<file path="config.mk">
export PLATFORM = sky130hd
export DESIGN_NAME = inst_trace_buffer
export DESIGN_NICKNAME = d
export VERILOG_FILES = /design/src/rtl/mips_defs_pkg.sv /design/src/rtl/inst_classify.sv /design/src/rtl/inst_trace_buffer.sv
export SDC_FILE = /design/constraint.sdc
export NUM_CORES = 1
export LEC_CHECK = 0
export CORE_ASPECT_RATIO = 1.2
export CORE_MARGIN = 5
export CORE_UTILIZATION = 44
export DETAILED_ROUTE_END_ITERATION = 10
export GPL_TIMING_DRIVEN = 0
export PLACE_DENSITY = 0.68
export SETUP_SLACK_MARGIN = 0.1
export SLEW_MARGIN = 30
export SYNTH_ARGS = -nofsm -noshare
export SYNTH_HDL_FRONTEND = slang
export SYNTH_SLANG_ARGS = --single-unit
</file>
<file path="constraint.sdc">
create_clock -name clk -period 5.3 [get_ports clk]
set_input_delay 1.59 -clock clk [delete_from_list [all_inputs] [get_ports clk]]
set_output_delay 1.59 -clock clk [all_outputs]
set_load 0.02 [all_outputs]
</file>
<file path="src/rtl/mips_defs_pkg.sv">
// Shared MIPS decode constants, instruction class codes, trace FSM encoding
// and the trace entry layout used by the trace buffer and its classifier.
package mips_defs_pkg;

  localparam logic [5:0] OP_RTYPE  = 6'h00;
  localparam logic [5:0] OP_REGIMM = 6'h01;
  localparam logic [5:0] OP_J      = 6'h02;
  localparam logic [5:0] OP_JAL    = 6'h03;
  localparam logic [5:0] OP_BEQ    = 6'h04;
  localparam logic [5:0] OP_BNE    = 6'h05;
  localparam logic [5:0] OP_BLEZ   = 6'h06;
  localparam logic [5:0] OP_BGTZ   = 6'h07;
  localparam logic [5:0] OP_ADDI   = 6'h08;
  localparam logic [5:0] OP_ADDIU  = 6'h09;
  localparam logic [5:0] OP_SLTI   = 6'h0A;
  localparam logic [5:0] OP_SLTIU  = 6'h0B;
  localparam logic [5:0] OP_ANDI   = 6'h0C;
  localparam logic [5:0] OP_LUI    = 6'h0F;
  localparam logic [5:0] OP_LW     = 6'h23;
  localparam logic [5:0] OP_SW     = 6'h2B;

  localparam logic [5:0] FN_SLL  = 6'h00;
  localparam logic [5:0] FN_SRL  = 6'h02;
  localparam logic [5:0] FN_SRA  = 6'h03;
  localparam logic [5:0] FN_JR   = 6'h08;
  localparam logic [5:0] FN_JALR = 6'h09;
  localparam logic [5:0] FN_ADD  = 6'h20;
  localparam logic [5:0] FN_ADDU = 6'h21;
  localparam logic [5:0] FN_SUB  = 6'h22;
  localparam logic [5:0] FN_SUBU = 6'h23;
  localparam logic [5:0] FN_AND  = 6'h24;
  localparam logic [5:0] FN_OR   = 6'h25;
  localparam logic [5:0] FN_XOR  = 6'h26;
  localparam logic [5:0] FN_NOR  = 6'h27;
  localparam logic [5:0] FN_SLT  = 6'h2A;

  // REGIMM selects the branch flavour in rt; rt=0 is bltz.
  localparam logic [4:0] RT_BLTZ = 5'h00;

  typedef enum logic [2:0] {
    CLS_ALU    = 3'd0,
    CLS_JR     = 3'd1,
    CLS_IMM    = 3'd2,
    CLS_LOAD   = 3'd3,
    CLS_STORE  = 3'd4,
    CLS_BRANCH = 3'd5,
    CLS_JUMP   = 3'd6,
    CLS_OTHER  = 3'd7
  } inst_class_e;

  typedef enum logic [1:0] {
    ST_ARMED  = 2'd0,
    ST_POST   = 2'd1,
    ST_FROZEN = 2'd2
  } trace_state_e;

  typedef struct packed {
    logic [31:0] pc;
    logic [31:0] instr;
    inst_class_e cls;
  } trace_entry_t;

endpackage

</file>
<file path="src/rtl/inst_classify.sv">
// Combinational MIPS instruction classifier: instruction word in, 3-bit class out.
module inst_classify
  import mips_defs_pkg::*;
(
  input  logic [31:0] instr_i,
  output logic [2:0]  class_o
);

  logic [5:0]  opcode;
  logic [5:0]  funct;
  logic [4:0]  rt;
  inst_class_e cls;
  logic        unused_fields;

  assign opcode        = instr_i[31:26];
  assign funct         = instr_i[5:0];
  assign rt            = instr_i[20:16];
  assign unused_fields = ^{instr_i[25:21], instr_i[15:6]};

  always_comb begin
    cls = CLS_OTHER;
    case (opcode)
      OP_RTYPE: begin
        case (funct)
          FN_ADD, FN_ADDU, FN_SUB, FN_SUBU, FN_AND, FN_OR, FN_XOR, FN_NOR,
          FN_SLL, FN_SRL, FN_SRA, FN_SLT: cls = CLS_ALU;
          FN_JR, FN_JALR:                 cls = CLS_JR;
          default:                        cls = CLS_OTHER;
        endcase
      end
      OP_ADDI, OP_ADDIU, OP_ANDI, OP_SLTI, OP_SLTIU, OP_LUI: cls = CLS_IMM;
      OP_LW:                          cls = CLS_LOAD;
      OP_SW:                          cls = CLS_STORE;
      OP_BEQ, OP_BNE, OP_BLEZ, OP_BGTZ: cls = CLS_BRANCH;
      OP_REGIMM: cls = (rt == RT_BLTZ) ? CLS_BRANCH : CLS_OTHER;
      OP_J, OP_JAL:                   cls = CLS_JUMP;
      default:                        cls = CLS_OTHER;
    endcase
  end

  assign class_o = cls;

endmodule

</file>
<file path="src/rtl/inst_trace_buffer.sv">
// Circular instruction trace buffer with PC-match trigger, post-trigger capture
// window and a valid/ready drain port once frozen.
module inst_trace_buffer
  import mips_defs_pkg::*;
#(
  parameter int DEPTH     = 16,
  parameter int POST_TRIG = 8
) (
  input  logic                     clk,
  input  logic                     reset,
  input  logic                     in_valid,
  input  logic [31:0]              in_pc,
  input  logic [31:0]              in_instr,
  input  logic                     trig_en,
  input  logic [31:0]              trig_pc,
  input  logic                     rearm,
  input  logic                     out_ready,
  output logic                     out_valid,
  output logic [31:0]              out_pc,
  output logic [31:0]              out_instr,
  output logic [2:0]               out_class,
  output logic                     out_last,
  output logic [$clog2(DEPTH):0]   fill_count,
  output logic [1:0]               state_o,
  output logic [31:0]              total_count
);

  localparam int AW = $clog2(DEPTH);
  localparam int FW = AW + 1;

  trace_state_e  state_q, state_d;
  logic [AW-1:0] wr_ptr_q, wr_ptr_d;
  logic [AW-1:0] rd_ptr_q, rd_ptr_d;
  logic [FW-1:0] fill_q, fill_d;
  logic [AW-1:0] post_cnt_q, post_cnt_d;
  logic [31:0]   total_q, total_d;

  trace_entry_t  mem_q [DEPTH];
  trace_entry_t  wr_entry;
  trace_entry_t  head;
  logic [2:0]    in_class;
  logic          capture;
  logic          pop;
  logic          trig_hit;
  logic          wr_en;

  inst_classify u_classify (
    .instr_i (in_instr),
    .class_o (in_class)
  );

  assign wr_entry = '{pc: in_pc, instr: in_instr, cls: inst_class_e'(in_class)};
  assign capture  = in_valid && (state_q != ST_FROZEN);
  assign trig_hit = (state_q == ST_ARMED) && trig_en && (in_pc == trig_pc);
  assign wr_en    = capture && !rearm && !reset;

  // Drain handshake: an entry transfers on a cycle where out_valid && out_ready
  // are both high at the rising edge; out_valid never depends on out_ready.
  assign pop = out_valid && out_ready;

  always_comb begin
    state_d    = state_q;
    wr_ptr_d   = wr_ptr_q;
    rd_ptr_d   = rd_ptr_q;
    fill_d     = fill_q;
    post_cnt_d = post_cnt_q;
    total_d    = (in_valid && (total_q != 32'hFFFF_FFFF)) ? total_q + 32'd1 : total_q;
    if (rearm) begin
      state_d    = ST_ARMED;
      wr_ptr_d   = '0;
      rd_ptr_d   = '0;
      fill_d     = '0;
      post_cnt_d = '0;
    end else begin
      if (capture) begin
        wr_ptr_d = wr_ptr_q + AW'(1);
        // A full buffer keeps the most recent DEPTH entries.
        if (fill_q == FW'(DEPTH)) rd_ptr_d = rd_ptr_q + AW'(1);
        else                      fill_d   = fill_q + FW'(1);
        case (state_q)
          ST_ARMED: begin
            if (trig_hit) begin
              post_cnt_d = AW'(POST_TRIG);
              state_d    = (POST_TRIG == 0) ? ST_FROZEN : ST_POST;
            end
          end
          ST_POST: begin
            post_cnt_d = post_cnt_q - AW'(1);
            if (post_cnt_q == AW'(1)) state_d = ST_FROZEN;
          end
          default: ;
        endcase
      end
      if (pop) begin
        rd_ptr_d = rd_ptr_q + AW'(1);
        fill_d   = fill_q - FW'(1);
        if (fill_q == FW'(1)) state_d = ST_ARMED;
      end
    end
  end

  always_ff @(posedge clk) begin
    if (reset) begin
      state_q    <= ST_ARMED;
      wr_ptr_q   <= '0;
      rd_ptr_q   <= '0;
      fill_q     <= '0;
      post_cnt_q <= '0;
      total_q    <= '0;
    end else begin
      state_q    <= state_d;
      wr_ptr_q   <= wr_ptr_d;
      rd_ptr_q   <= rd_ptr_d;
      fill_q     <= fill_d;
      post_cnt_q <= post_cnt_d;
      total_q    <= total_d;
    end
  end

  always_ff @(posedge clk) begin
    if (wr_en) mem_q[wr_ptr_q] <= wr_entry;
  end

  assign head        = mem_q[rd_ptr_q];
  assign out_valid   = (state_q == ST_FROZEN) && (fill_q != '0);
  assign out_last    = out_valid && (fill_q == FW'(1));
  assign out_pc      = head.pc;
  assign out_instr   = head.instr;
  assign out_class   = head.cls;
  assign fill_count  = fill_q;
  assign state_o     = state_q;
  assign total_count = total_q;

endmodule
</file>
# Word-level counts from Yosys, hierarchy flattened
# Memory sizes are Yosys's and may differ from the RTL's. A register that Yosys moved wholly into a read port is not among the register bits.
# Cells that the tools add are included.
dict set report totals {
  ff_bits 51
  ram_bits 1072
  romBits 192
  inputBits 102
  out_inout_bits 108
  word_cells 84
  n_memories 2
}
dict set report op_classes {
  add_sub_neg 6
  n_eq_ne 25
  n_mux 20
  reduce_logical 25
}
# name depth width rd rd_ports_with_merged_regs wr line_no
set memory_table {}
lappend memory_table {mem_q 16 67 1 1 1 inst_trace_buffer.sv:38} ;# trace_entry_t mem_q [DEPTH];
lappend memory_table {{(no name shown)} 64 3 1 0 0 inst_classify.sv:24} ;# case (funct)
# op count
set op_table {}
lappend op_table {{$eq A6 B4 Y1 const B} 6}
lappend op_table {{$add A32 B1 Y32 const B} 1}
lappend op_table {{$eq A32 B32 Y1} 1}
lappend op_table {{$ne A32 B32 Y1 const B} 1}
lappend op_table {{$eq A6 B3 Y1 const B} 4}
lappend op_table {{$mux W4} 6}
lappend op_table {{$pmux W3 S7} 1}
lappend op_table {{$mux W5} 3}
lappend op_table {{$eq A6 B2 Y1 const B} 2}
lappend op_table {{$eq A6 B6 Y1 const B} 2}
lappend op_table {{$mux W2} 6}
lappend op_table {{$logic_and A1 B1 Y1} 9}
lappend op_table {{$add A4 B1 Y4 const B} 2}
lappend op_table {{$pmux W4 S2} 1}
lappend op_table {{$eq A6 B1 Y1 const B} 1}
lappend op_table {{$logic_not A6 Y1} 1}
lappend op_table {{$ne A2 B2 Y1 const B} 3}
lappend op_table {{$reduce_bool A2 Y1} 3}
lappend op_table {{$reduce_or A6 Y1} 1}
lappend op_table {{$add A5 B1 Y5 const B} 1}
lappend op_table {{$eq A5 B1 Y1 const B} 1}
lappend op_table {{$eq A5 B5 Y1 const B} 1}
lappend op_table {{$logic_not A5 Y1} 1}
lappend op_table {{$reduce_bool A5 Y1} 1}
lappend op_table {{13 further kinds} 17}

# Longest topological paths before layout
# Gate-level depths: netlist of the first run.
dict set report logic_depth {
  ltp_word 8
  mapped_depth 8
  ltp_nobuf 7
}

# Modules after synthesis
# From an unflattened synthesis of the first run, not the netlist that was laid out.
dict set report unflattened {
  cells_unflattened 1930
  area_unflattened_um2 43743.2
}
# mod n_inst cells_per_inst area_each_um2 seq_area_each_um2
set modules_own_cells {}
lappend modules_own_cells {inst_trace_buffer 1 1892 43518.0 33291.9}
lappend modules_own_cells {inst_classify 1 38 225.2 0.0}

# Worst setup path before layout of the first run
# OpenSTA, ideal clock, no wires.
dict set report synth_timing {
  path_type {input to register}
  from {input reset}
  to {memory mem_q[0][0] (netlist name), enable pin}
  setup_time_ps 432
  arrival_ps 4147
  required_time_ps 4868
  setup_slack_ps 721
  cell_stages 5
  n_path_buf 2
  cell_sequence {clkbuf_1 or2_2 clkbuf_1 nor4_1 and2_1}
}
dict set report synth_via {
  elab_chain_len 4
}
# element line_no
set synth_lines {}
lappend synth_lines {{start, declared} inst_trace_buffer.sv:10} ;# input logic reset,
lappend synth_lines {{$logic_not A1 Y1} inst_trace_buffer.sv:55} ;# assign wr_en = capture && !rearm && !reset;
lappend synth_lines {{$logic_and A1 B1 Y1} inst_trace_buffer.sv:55}
lappend synth_lines {{$mux W1} inst_trace_buffer.sv:121} ;# if (wr_en) mem_q[wr_ptr_q] <= wr_entry;
lappend synth_lines {{$mux W1 (not written as such)} inst_trace_buffer.sv:121}
lappend synth_lines {{end, declared} inst_trace_buffer.sv:38}
# No other way between the ends.

==> results.md, run 1 <==
* Avg Cell Area, Syn at 22.8 sq um
* Status: finished, final reports clean
* CTS HTree Levels at 3
* Type of origin of the critical path: flip-flop
* RSZ-0062 raised after global routing: true
* Cell accounting for the most synthesized area: edfxtp_1
* CP Capture Type: primary output
* Remaining antenna violation count at 0
* Cells along the critical path: clkbuf_2 > clkbuf_4 > buf_2 > mux4_2 > mux4_2 > clkdlybuf4s50_1
* Routability Congestion at 0.837
* Via count of the routed design at 21400
* Die width at 297 um
* Fmax at 194 MHz
* Worst-margin pin slew at 942 ps
* Die footprint at 105000 sq um
* Hold_buf cts at 0
* Fin. Hold Viols at 0
* Clk sinks at 1127
* Crit path time final at 5160 ps
* Post-Synth Adder-Cell Area at 0.316%
* Critical path fanouts, max at 10
* Largest net degree at the start of global routing at 32
* DP HPWL at 67.8 mm
* Count of cell types in the netlist at 56
* Pwr/cell area at 342 nW/um^2
* Ys flop type: edfxtp_1
* Layout cells sized above 1 at 26.4%
* First DRT Iteration DRCs at 2334
* Row cnt at 126
* Post-CTS Setup Bufs at 0
* DR pass1 iterations at 6
* Part of the Yosys area used for sequential elements at 76.4%
* CP most frequent cell: mux4_2
* Vias per std cell at 5.87
* Max-cap viol count at 0
* Initial antenna violation count at 15
* Leakage at 15.7 nW
* Crit path arrival time at 3570 ps
* Initial Utilization at 44.3%
* Synth Cell Area at 43600 sq um
* Hold Crit Class: flip-flop to flip-flop
* FFs w/ async S/R, synth at 0%
* Post-synthesis compound-gate area fraction at 1.20%
* Syn_nets at 2026
* CP Class: flip-flop to primary output
* Finished Cell Area at 51800 sq um
* Maximum root-to-sink buffer count at 3
* Yosys warns at 0
* Max Slew Vio Count at 0
* Clock-pin slew on the worst setup and hold paths at 70 ps
* Clock skew at 46.4 ps
* Dominant cells by area after synthesis: edfxtp_1 74%, mux4_2 17%, dfxtp_1 2.5%
* VDD IR max at 0.000251 V
* I/O Buffers at 208
* Die height at 355 um
* DRC Markers at 0
* Delay of the slowest critical-path stage at 590 ps
* Mux cell area share after synthesis at 17.4%
* Core ar. at 98400 sq um
* I/O pin count at 210
* EDFF count, synth at 1072
* TritonCTS clock tree: yes
* Synth top cells by count: 1072 x edfxtp_1, 335 x mux4_2, 55 x dfxtp_1
* Clock Tree Root: clkbuf_16
* Cts repair resizes at 74
* Mapped Cells at 1913
* Final period util at 97.3%
* Most frequent cell after synthesis: edfxtp_1
* Vias in the first global route at 22600
* Simple-gate share of the synthesized area at 2.62%
* Max_slew headroom at 37.2%
* Clk_lat worst skew at 690 ps
* Nets@finish at 2379
* Dpl cell area at 48100 sq um
* First-pass GRT wire length at 154 mm
* CP max-delay cell: clkdlybuf4s50_1
* Synth top area share at 73.9%
* Grt ovf at 0
* Num CTS Buffers at 106
* Final Setup Violations at 0
* Synthesis-stage register bit count at 1127
* Synth Area in XOR/XNOR at 1.05%
* Area Overhead vs Synth at 19.0%
* Overall power at 17.7 mW
* Tot GR Track Use at 20.0%
* Largest family of logic cells by synthesized area: multiplexers
* Critical path required time at 3710 ps
* Post-DR wirelength/cell at 29.1 um
* Total wire length at 106 mm
-- logic make-up (layout without fill, tap and decap cells) --
family	after synthesis	in the layout
AOI/OAI and AO/OA	82	82
xor gates and xnor gates	52	52
adders and majority gates	11	11
buffers and inverters	105	548
DFF	1127	1127
muxes	338	338
other	0	8
and+or+nand+nor	198	198
-- flip-flops by register name, summed over array words and instances (netlist names), named ones only --
signal / count
post_cnt_q: 4
mem_q: 1072
wr_ptr_q: 4
rd_ptr_q: 4
state_o: 2
fill_count: 5
total_count: 32
-- layout by cell type, fill, tap and decap left out, types with 7 or more instances in the layout --
cell type        synthesis  routed
o21ai_0                 15      15
buf_2                   28       8
buf_12                   0      26
or4_1                   13      13
nand4_1                 14      14
diode_2                  0       8
and3_1                   7       7
clkbuf_2                 0      20
clkinv_1                 0      20
or3_1                   16      16
clkbuf_16                0     108
nor3_1                   9       9
clkbuf_8                 0       8
edfxtp_1              1072    1072
inv_1                   18      18
xnor2_1                 34      34
nor2_1                  35      35
buf_6                    0      13
o31ai_1                  9       9
nor4_1                   9       9
nand2_1                 27      27
clkinv_2                 0      12
clkdlybuf4s50_1          0     204
clkbuf_1                54      40
dfxtp_1                 55      55
xor2_1                  18      18
buf_16                   0      11
ha_1                    11      11
mux4_2                 335     335
a21oi_1                 32      32
nand3_1                 21      21
clkbuf_4                 0      14
buf_4                    0      11
bufinv_16                0       9
and2_4                   0      16
-- worst max-delay path: cells and delay by family (launching register included) --
family / cells / cell delay, ps
muxes: 2 / 940
buffers and inverters: 4 / 1590
DFF: 1 / 310
-- where the power goes --
part / total (mW) / internal [mW] / leakage, nW / switching (mW)
sequential: 9.77 / 9.77 / 10.1 / 0.00813
combinational: 0.424 / 0.153 / 3.93 / 0.271
clock: 7.54 / 4.30 / 1.68 / 3.25
total: 17.7 / 14.2 / 15.7 / 3.52
-- through the flow --
| step | setup slack (ps) | setup TNS, ps | utilization (%) | hold slack, ps | cells |
|---|---|---|---|---|---|
| finish | 144 | 0 | 52.7 | 502 | 3644 |
| global route | 83.2 | 0 | 52.7 | 529 | 3637 |
| CTS | 77.6 | 0 | 52.6 | 497 | 3636 |
| detailed placement | -204 | -5060 | 48.9 | 486 | 3438 |
| global placement | -2080 | -1959260 | 48.0 | 479 | 3401 |
| floorplan | 721 | 0 | - | 469 | 1913 |
-- cell type report --
class,instances,area [sq um]
Buffer,87,576
Multi-Input combinational cell,681,9870
Tap cell,1280,1600
Fill cell,7478,46600
Timing Repair Buffer,245,2910
Inverter,18,67.6
Clock buffer,138,2890
Sequential cell,1127,33300
Clock inverter,60,591
Antenna cell,8,20.0
-- layer usage --
metal / share of wire (%) / GRT usage, % / vias up
li1: - / - / 8894
met1: 38 / 25.6 / 11400
met2: 52 / 35.0 / 893
met3: 7.7 / 4.05 / 148
met4: 2.4 / 5.70 / 10
met5: 0.065 / 0 / -
-- path summary, 6_finish.rpt --
kind | cells after the start | slack [ps] | endpoint | startpoint
worst max-delay path | 6 | 140 | out_pc[12] | flip-flop
worst min-delay path | 2 | 500 | total_count[30]$_SDFFE_PP0P_ | total_count[30]$_SDFFE_PP0P_
worst max register to register | 7 | 2160 | mem_q[7][64]$_DFFE_PP_ | state_o[0]$_SDFF_PP0_
worst min register to register | 2 | 500 | total_count[30]$_SDFFE_PP0P_ | total_count[30]$_SDFFE_PP0P_
Power figures use the tool's default switching activity.
==> run 2: changes to the inputs <==
--- a/config.mk
+++ b/config.mk
@@ -10,8 +10,8 @@
 export CORE_UTILIZATION = 44
 export DETAILED_ROUTE_END_ITERATION = 10
 export GPL_TIMING_DRIVEN = 0
-export PLACE_DENSITY = 0.68
-export SETUP_SLACK_MARGIN = 0.1
+export PLACE_DENSITY_LB_ADDON = 0.15
+export SETUP_SLACK_MARGIN = 0.05
 export SLEW_MARGIN = 30
 export SYNTH_ARGS = -nofsm -noshare
 export SYNTH_HDL_FRONTEND = slang
==> run 2 against run 1 <==
Effect of this change: combinational power about the same; maximum frequency grew 0.35%; utilization hardly changed; critical path type unchanged; highest routed layer unchanged.
==> results.md, run 2 (synthesis gave the netlist of run 1 again) <==
* Initial Utilization at 44.3%
* Reg2reg end: mem_q[0][62]$_DFFE_PP_
* Fin. Hold Viols at 0
* Leakage at 15.7 nW
* Reg2Reg Depth at 6
* Hold Path Stages at 2
* Post-CTS Setup Bufs at 0
* Critical path required time at 3710 ps
* Area occupied by multi-input gates at 9870 sq um
* Clk_lat worst skew at 680 ps
* Vias per std cell at 5.81
* Remaining antenna violation count at 0
* DP HPWL at 68.3 mm
* Largest net degree at the start of global routing at 31
* Fin util at 52.6%
* Fmax at 195 MHz
* Nets@finish at 2381
* Vias in the first global route at 22700
* DRC Markers at 0
* Num CTS Buffers at 111
* Row cnt at 126
* Cts repair resizes at 76
* Commonest non-fill, non-tap cell in the layout: edfxtp_1
* Final Setup Violations at 0
* Dpl cell area at 48100 sq um
* Crit path arrival time at 3550 ps
* Max-cap viol count at 0
* Grt ovf at 0
* Clk sinks at 1127
* Most frequent cells in the layout: 1072 x edfxtp_1, 335 x mux4_2, 207 x clkdlybuf4s50_1, 114 x clkbuf_16, 55 x dfxtp_1
* CP Capture Type: primary output
* CTS HTree Levels at 3
* Finished Cell Area at 51800 sq um
* Total wire length at 110 mm
* First DRT Iteration DRCs at 1841
* Post-DR wirelength/cell at 30.3 um
* Die height at 355 um
* R2R setup slack at 2320 ps
* Clock-pin slew on the worst setup and hold paths at 60 ps
* Die width at 297 um
* DR pass1 iterations at 5
* Endpoint, Worst Hold: wr_ptr_q[1]$_SDFFE_PP0P_
* Clock Tree Root: clkbuf_16
* Hold_sp: wr_ptr_q[1]$_SDFFE_PP0P_
* Area Overhead vs Synth at 18.9%
* Core ar. at 98400 sq um
* Initial antenna violation count at 13
* Clock skew at 36.5 ps
* Hold_buf cts at 0
* Routability Congestion at 0.830
* FF-to-FF Start: state_o[0]$_SDFF_PP0_
* First-pass GRT wire length at 159 mm
* Type of origin of the critical path: flip-flop
* Hold Crit Class: flip-flop to flip-flop
* Status: finished, final reports clean
* TritonCTS clock tree: yes
* Worst-margin pin slew at 977 ps
* VDD IR max at 0.000287 V
* Layout cells sized above 1 at 26.1%
* Final period util at 96.9%
* Reg with most FFs: mem_q
* Via count of the routed design at 21200
* Hold WS at 496 ps
* Register area at 33300 sq um
* RSZ-0062 raised after global routing: false
* Crit path time final at 5140 ps
* Tot GR Track Use at 20.8%
* CP Class: flip-flop to primary output
* Max_slew headroom at 34.8%
* Number of fill cells at 7626
* Maximum root-to-sink buffer count at 3
* I/O pin count at 210
* Pwr/cell area at 345 nW/um^2
* Max Slew Vio Count at 0
* Largest register FFs at 1072
* Die footprint at 105000 sq um
* Critical path fanouts, max at 10
* I/O Buffers at 208
==> run 2: cell count changes in the layout (fill, tap and decap cells not counted), sizes merged, moves of 2 or more <==
cell           delta
clkdlybuf4s50     +3
buf               -4
dlygate4sd2       -2
inv               -5
clkbuf           +15
clkinvlp          -3
==> run 2: how the worst max path moves through the flow <==
stage	from	to	slack, ps	cells past startpoint
2_1_floorplan	reset	mem_q[0][0]$_DFFE_PP_	720	5
3_3_place_gp	in_valid	mem_q[5][12]$_DFFE_PP_	-2260	5
3_5_place_dp	flip-flop	out_pc[11]	-20	6
4_1_cts	flip-flop	out_pc[11]	70	6
5_1_grt	flip-flop	out_pc[9]	70	6
6_report	flip-flop	out_pc[11]	160	6
==> run 2: layout make-up <==
cell class                 instances  area share [%]
multi-input combinational        681            19.1
antenna                            7          0.0338
clock inverter                    52           0.899
inverter                          18           0.130
tap                             1280            3.09
buffer                            86            1.03
timing repair buffer             243            5.52
sequential                      1127            64.3
clock buffer                     150            5.93
==> run 2: report_power, final <==
part           switching (mW)  total (mW)  internal [mW]
Clock                    3.26        7.69           4.42
Combinational           0.269       0.421          0.152
Sequential            0.00819        9.78           9.77
Total                    3.54        17.9           14.3
==> run 2: per-layer routing <==
metal | track usage (%) | up-vias | part of all wire, %
met3 | 4.18 | 150 | 6.0
met4 | 5.33 | 10 | 2.5
met2 | 36.9 | 617 | 52
li1 | - | 8890 | -
met1 | 26.4 | 11500 | 39
met5 | 0 | - | 0.047
==> run 2: worst max-delay path, stage by stage (launching register included) <==
cell	delay, ps
dfxtp_1	300
buf_2	210
clkbuf_4	330
buf_4	320
mux4_2	530
mux4_2	570
clkdlybuf4s50_1	590
==> run 2: stage by stage <==
stage / setup WS [ps] / power (mW) / setup TNS, ps / cells
final: 162 / 17.9 / 0 / 3644
after floorplan: 721 / 10.1 / 0 / 1913
after global placement: -2260 / 10.4 / -2187080 / 3401
after detailed placement: -17.7 / 10.4 / -69.5 / 3436
after global routing: 69.9 / 18.4 / 0 / 3638
after CTS: 67.1 / 18.0 / 0 / 3637
